$ cat src/rtl/fetch_pkg.sv
// Shared constants for the fetch sequencer: FSM state encoding, default
// vectors and trap cause codes.
package fetch_pkg;

    typedef logic [1:0] state_t;

    localparam logic [1:0] ST_BOOT  = 2'd0;
    localparam logic [1:0] ST_FETCH = 2'd1;
    localparam logic [1:0] ST_ISSUE = 2'd2;
    localparam logic [1:0] ST_HALT  = 2'd3;

    localparam logic [31:0] RESET_VECTOR_DEF = 32'h0000_0000;
    localparam logic [31:0] TRAP_VECTOR_DEF  = 32'h0000_0100;

    localparam logic [3:0] CAUSE_MISALIGNED = 4'd0;

    // Instruction addresses are always word aligned.
    function automatic logic [31:0] word_align(input logic [31:0] addr);
        return {addr[31:2], 2'b00};
    endfunction

endpackage

$ cat src/rtl/fetch_sequencer_pc_next_sel.sv
// Next-PC priority mux used when the held instruction is consumed:
// trap > mret > redirect > sequential PC+4.
// Build option: PC_MISALIGN_TRAP_EN turns a misaligned redirect target into
// an instruction-address-misaligned trap instead of silently aligning it.
module pc_next_sel
    import fetch_pkg::*;
#(
    parameter int               XLEN        = 32,
    parameter logic [XLEN-1:0]  TRAP_VECTOR = TRAP_VECTOR_DEF
) (
    input  logic [XLEN-1:0] instr_pc,
    input  logic [XLEN-1:0] epc,
    input  logic            trap_req,
    input  logic [3:0]      trap_cause,
    input  logic            mret,
    input  logic            redirect_valid,
    input  logic [XLEN-1:0] redirect_target,
    output logic [XLEN-1:0] pc_next,
    output logic            trap_load,
    output logic [3:0]      cause_next
);

    // Priority selection of the next fetch address and trap bookkeeping.
    always_comb begin
        pc_next    = instr_pc + 32'd4;
        trap_load  = 1'b0;
        cause_next = trap_cause;
        if (trap_req) begin
            pc_next   = TRAP_VECTOR;
            trap_load = 1'b1;
        end else if (mret) begin
            pc_next = epc;
        end else if (redirect_valid) begin
`ifdef PC_MISALIGN_TRAP_EN
            if (redirect_target[1:0] != 2'b00) begin
                pc_next    = TRAP_VECTOR;
                trap_load  = 1'b1;
                cause_next = CAUSE_MISALIGNED;
            end else begin
                pc_next = redirect_target;
            end
`else
            pc_next = word_align(redirect_target);
`endif
        end
    end

endmodule

$ cat src/rtl/fetch_sequencer.sv
// Program counter and instruction fetch control for the RV32 core.
// Fetches over a req/ack handshake, holds the instruction while the datapath
// stalls, and picks the next PC on consume. Debug halt/resume included.
// Build option: PC_MISALIGN_TRAP_EN (see pc_next_sel).
//
// state | meaning
// BOOT  | first cycle out of reset, no request
// FETCH | imem_req high at pc, waiting for imem_ack
// ISSUE | instruction held valid until consumed (stall=0)
// HALT  | debug halt, pc held until resume
module fetch_sequencer
    import fetch_pkg::*;
#(
    parameter int               XLEN         = 32,
    parameter logic [XLEN-1:0]  RESET_VECTOR = RESET_VECTOR_DEF,
    parameter logic [XLEN-1:0]  TRAP_VECTOR  = TRAP_VECTOR_DEF
) (
    input  logic            CLK,
    input  logic            RST,
    output logic            imem_req,
    output logic [XLEN-1:0] imem_addr,
    input  logic            imem_ack,
    input  logic [31:0]     imem_rdata,
    output logic [31:0]     instr,
    output logic [XLEN-1:0] instr_pc,
    output logic            instr_valid,
    input  logic            stall,
    input  logic            redirect_valid,
    input  logic [XLEN-1:0] redirect_target,
    input  logic            trap_req,
    input  logic [3:0]      trap_cause,
    input  logic            mret,
    output logic [XLEN-1:0] epc,
    output logic [3:0]      cause,
    input  logic            halt_req,
    input  logic            resume,
    output logic            halted
);

    state_t          state_q, state_d;
    logic [XLEN-1:0] pc_q, pc_d;
    logic [31:0]     instr_q, instr_d;
    logic [XLEN-1:0] instr_pc_q, instr_pc_d;
    logic            instr_valid_q, instr_valid_d;
    logic [XLEN-1:0] epc_q, epc_d;
    logic [3:0]      cause_q, cause_d;

    logic [XLEN-1:0] sel_pc_next;
    logic            sel_trap_load;
    logic [3:0]      sel_cause_next;

    pc_next_sel #(
        .XLEN        (XLEN),
        .TRAP_VECTOR (TRAP_VECTOR)
    ) u_pc_next_sel (
        .instr_pc        (instr_pc_q),
        .epc             (epc_q),
        .trap_req        (trap_req),
        .trap_cause      (trap_cause),
        .mret            (mret),
        .redirect_valid  (redirect_valid),
        .redirect_target (redirect_target),
        .pc_next         (sel_pc_next),
        .trap_load       (sel_trap_load),
        .cause_next      (sel_cause_next)
    );

    // FSM transitions and next values of all sequencer registers.
    always_comb begin
        state_d       = state_q;
        pc_d          = pc_q;
        instr_d       = instr_q;
        instr_pc_d    = instr_pc_q;
        instr_valid_d = instr_valid_q;
        epc_d         = epc_q;
        cause_d       = cause_q;
        case (state_q)
            ST_BOOT: begin
                state_d = ST_FETCH;
            end
            ST_FETCH: begin
                if (imem_ack) begin
                    instr_d       = imem_rdata;
                    instr_pc_d    = pc_q;
                    instr_valid_d = 1'b1;
                    state_d       = ST_ISSUE;
                end
            end
            ST_ISSUE: begin
                // Everything except reset is ignored while stalled.
                if (!stall) begin
                    instr_valid_d = 1'b0;
                    pc_d          = sel_pc_next;
                    if (sel_trap_load) begin
                        epc_d   = instr_pc_q;
                        cause_d = sel_cause_next;
                    end
                    state_d = halt_req ? ST_HALT : ST_FETCH;
                end
            end
            ST_HALT: begin
                if (resume) begin
                    state_d = ST_FETCH;
                end
            end
            default: begin
                state_d = ST_BOOT;
            end
        endcase
    end

    // State registers with synchronous reset; an in-flight fetch is dropped.
    always_ff @(posedge CLK) begin
        if (RST) begin
            state_q       <= ST_BOOT;
            pc_q          <= RESET_VECTOR;
            instr_q       <= '0;
            instr_pc_q    <= '0;
            instr_valid_q <= 1'b0;
            epc_q         <= '0;
            cause_q       <= '0;
        end else begin
            state_q       <= state_d;
            pc_q          <= pc_d;
            instr_q       <= instr_d;
            instr_pc_q    <= instr_pc_d;
            instr_valid_q <= instr_valid_d;
            epc_q         <= epc_d;
            cause_q       <= cause_d;
        end
    end

    // Outputs come straight from registered state.
    always_comb begin
        imem_req    = (state_q == ST_FETCH);
        halted      = (state_q == ST_HALT);
        imem_addr   = pc_q;
        instr       = instr_q;
        instr_pc    = instr_pc_q;
        instr_valid = instr_valid_q;
        epc         = epc_q;
        cause       = cause_q;
    end

endmodule
$ cat config.mk
export PLATFORM = sky130hd
export DESIGN_NAME = fetch_sequencer
export DESIGN_NICKNAME = d
export VERILOG_FILES = /design/src/rtl/fetch_pkg.sv /design/src/rtl/fetch_sequencer_pc_next_sel.sv /design/src/rtl/fetch_sequencer.sv
export SDC_FILE = /design/constraint.sdc
export NUM_CORES = 1
export LEC_CHECK = 0
export ABC_AREA = 1
export CAP_MARGIN = 0
export CORE_ASPECT_RATIO = 0.75
export CORE_MARGIN = 2
export CORE_UTILIZATION = 42
export CTS_CLUSTER_SIZE = 12
export DETAILED_ROUTE_END_ITERATION = 12
export GPL_TIMING_DRIVEN = 1
export PLACE_DENSITY = 0.77
export SYNTH_ARGS = -nofsm -noshare
export SYNTH_HDL_FRONTEND = slang
export SYNTH_HIERARCHICAL = 1
export SYNTH_SLANG_ARGS = --single-unit
$ cat constraint.sdc
create_clock -name CLK -period 1.8 [get_ports CLK]
set_clock_uncertainty 0.15 [all_clocks]
set_input_delay 0.45 -clock CLK [delete_from_list [all_inputs] [get_ports CLK]]
set_output_delay 0.45 -clock CLK [all_outputs]
set_load 0.01 [all_outputs]
==> flow_summary.json <==
{
  "syn-mean-instance-area_um2": 6.84,
  "post_route_setup_tns_ns": -0.00874,
  "finalWirelength_um": 22000,
  "layout_common_cells": "nor2_1 (298), o21ai_0 (144), dlygate4sd2_1 (122), dfxtp_1 (109), nand2_1 (93)",
  "die_h_um": 111,
  "vias_per_cell": 5.14,
  "dieWidth_um": 147,
  "arrival_ns": 2.02,
  "final_antenna_net_count": 0,
  "start_util_pct": 42.6,
  "fin_hold_ws_ns": 0.316,
  "cap_viol_max_count": 0,
  "primary_flip_flop_cell_chosen_by_synthesis_mapping": "dfxtp_1",
  "clockPowerShare_pct": 40.4,
  "pwr_density_cell_mw_per_mm2": 968,
  "clk-insertion-delay-late_ns": 0.42,
  "gp_congestion": 0.954,
  "detailroute.wirelength.met3_um": 2290,
  "drc": 0,
  "power.switching_mw": 2.83,
  "power.share.sequential_pct": 37.7,
  "hold_class": "flop to flop",
  "failing_checks": "negative setup slack",
  "layout_commonest_cell": "nor2_1",
  "placement.io_buffers": 209,
  "synth.distinct_cells": 32,
  "max_freq_ghz": 0.553,
  "final.period_utilization_pct": 100,
  "number_of_nets_produced_by_synthesis": 1023,
  "dp_slack_ns": -0.193,
  "grt_antenna_before_repair": 0,
  "global_route.overflow_total": 0,
  "wire_length_of_the_first_global_routing_pass_um": 34500,
  "p_sw_share_pct": 29.9,
  "status": "complete, but fails checks",
  "tritoncts_num_sinks": 135,
  "syn-instance-count": 942,
  "drt-met1-wl_um": 9470,
  "synth_seq_cells": 135,
  "kind_of_capture_point_of_the_worst_setup_path": "flop",
  "fin_crit_ns": 1.81,
  "number_of_vias_after_detailed_routing": 7203,
  "clock_path_buffers": 2,
  "irDropWorstVdd_mv": 0.694,
  "clock_tree_from_tritoncts": "yes",
  "grt_start_max_net_pins": 54,
  "numCtsBuffers": 17,
  "total_leakage_power_nw": 4.61,
  "post-synth-top-area-cell": "dfxtp_1",
  "fin_util_pct": 64.5,
  "internal_power_mw": 6.62,
  "synth_largest_type_area_fraction_pct": 42.0,
  "tightestPinTransition_ns": 0.306,
  "required_time_of_the_critical_path_ns": 2.01,
  "synth_area_leaders": "dfxtp_1 (42%), nor2_1 (18%), o21ai_0 (12%), nand2_1 (5.6%), a21oi_1 (3.7%)",
  "first_pass_iters": 5,
  "drt_first_iter_violations": 569,
  "timing_max_transition_violations_final": 0,
  "layout-area-overhead-vs-synth_pct": 51.5,
  "nNetsFinal": 1264,
  "path_clk_slew_ns": 0.06,
  "number_of_failing_setup_endpoints_in_the_final_timing_report": 1,
  "worstSetupStartpointType": "flop",
  "dr_wl_met2_um": 9840,
  "critical_path_class": "flop to flop",
  "yosys_warnings": 6,
  "dpl_cells": 1359,
  "dp_hpwl_um": 15200,
  "h-tree-depth": 4,
  "pwr-share-comb_pct": 21.9,
  "cts_root_buffer": "clkbuf_16",
  "area_of_the_core_region_mm2": 0.0151,
  "antenna-diode-count": 0,
  "synth-edff-count": 0,
  "final.setup.worst_slack_ns": -0.00874,
  "synth_area_mm2": 0.00644,
  "io_pins": 212,
  "wire_length_per_cell_after_detailed_routing_um": 15.7,
  "rows": 39,
  "seq_area_frac_synth_pct": 42.0,
  "rsz0062_at_grt": "yes",
  "grt_pass1_vias": 6663,
  "num-fill-cells": 1366,
  "full_die_area_mm2": 0.0163,
  "crit_path_max_fanout": 5,
  "maxSlewHeadroom_pct": 79.6,
  "fin_cells": 1401,
  "top_layer_used": "met4",
  "grt_total_usage_pct": 26.5,
  "finalHoldViolCount": 0,
  "cts_hold_repair.buffers": 0,
  "synthArstFlopShare_pct": 0,
  "fraction_of_final_layout_cells_with_drive_strength_greater_than_1_pct": 16.1
}
-- layout make-up --
type / instances / area, um2 / share of cell area (%)
Clock inverter: 15 / 216 / 2.22
Multi-Input combinational cell: 703 / 3340 / 34.3
Tap cell: 205 / 256 / 2.63
Timing Repair Buffer: 282 / 2610 / 26.7
Sequential cell: 135 / 2740 / 28.1
Inverter: 44 / 165 / 1.69
Clock buffer: 17 / 425 / 4.36
-- through the flow --
step | instance area [um2] | total power, mW
2_1_floorplan | 6440 | 4.59
3_3_place_gp | 9080 | 5.77
5_1_grt | 9760 | 9.88
6_report | 9760 | 9.44
4_1_cts | 9590 | 9.44
3_5_place_dp | 9080 | 5.81
-- synth_stat cells (2+ instances only) --
master,instances
a21oi_1,48
a21oi_2,5
buf_2,12
buf_4,14
buf_6,2
clkbuf_1,29
dfxtp_1,135
ha_1,4
inv_1,41
inv_2,3
nand2_1,96
nand2_2,4
nand2_4,5
nand3_1,35
nand3_2,2
nand4_1,3
nor2_1,305
nor2_2,4
nor2_4,7
nor2_8,3
o211ai_1,2
o21ai_0,160
o21ai_1,7
o21bai_1,2
or2_1,2
or2_2,2
xnor2_1,2
xor2_1,4
-- worst paths after layout --
check | startpoint | end | slack (ns) | cells past startpoint
worst min-delay path | instr_valid | instr_valid | 0.32 | 2
worst max-delay path | instr_pc[3] | imem_addr[26] | -0.009 | 11
worst max register to register | instr_pc[3] | imem_addr[26] | -0.009 | 11
worst min register to register | instr_valid | instr_valid | 0.32 | 2
-- cells by family after synthesis --
group | after synthesis | share of synthesized area [%]
buf+inv | 104 | 7.58
simple gates | 469 | 31.0
fa+ha+maj | 4 | 0.777
flops | 135 | 42.0
xor+xnor | 6 | 0.816
compound gates | 224 | 17.9
-- critical path, stage by stage, from the launching register on --
cell,delay (ns)
dfxtp_2,0.36
ha_4,0.16
nand2_4,0.07
nor2_8,0.17
nand2_4,0.11
nor2_4,0.19
nand2_1,0.07
nand2_1,0.07
nand3_2,0.06
a21oi_2,0.15
o21ai_1,0.06
nor2_1,0.11
-- power groups by stage --
stage	clock, mW	combinational [mW]	sequential, mW
5_1_grt	4.00	2.27	3.60
6_report	3.82	2.07	3.56
4_1_cts	3.86	2.03	3.55
3_5_place_dp	0	2.21	3.61
2_1_floorplan	0	0.866	3.72
3_3_place_gp	0	2.17	3.59
-- metal layers --
metal  GRT usage (%)  vias up
met5               0        -
met4            9.17        0
met3            8.11       29
met2            41.3      369
met1            35.0     3279
li1                -     3526
-- state kept, by name, indices dropped and copies added, names as in the netlist --
name	cells
instr	32
state_q	2
imem_addr	32
instr_valid	1
epc	32
instr_pc	32
cause	4
-- what timing repair did --
action,4_1_cts,5_1_grt
pin swaps,2,32
endpoints found under the hold margin,0,0
setup endpoints to repair,145,32
setup buffers,0,10
gates resized for setup,176,49
Power figures use the tool's default switching activity.
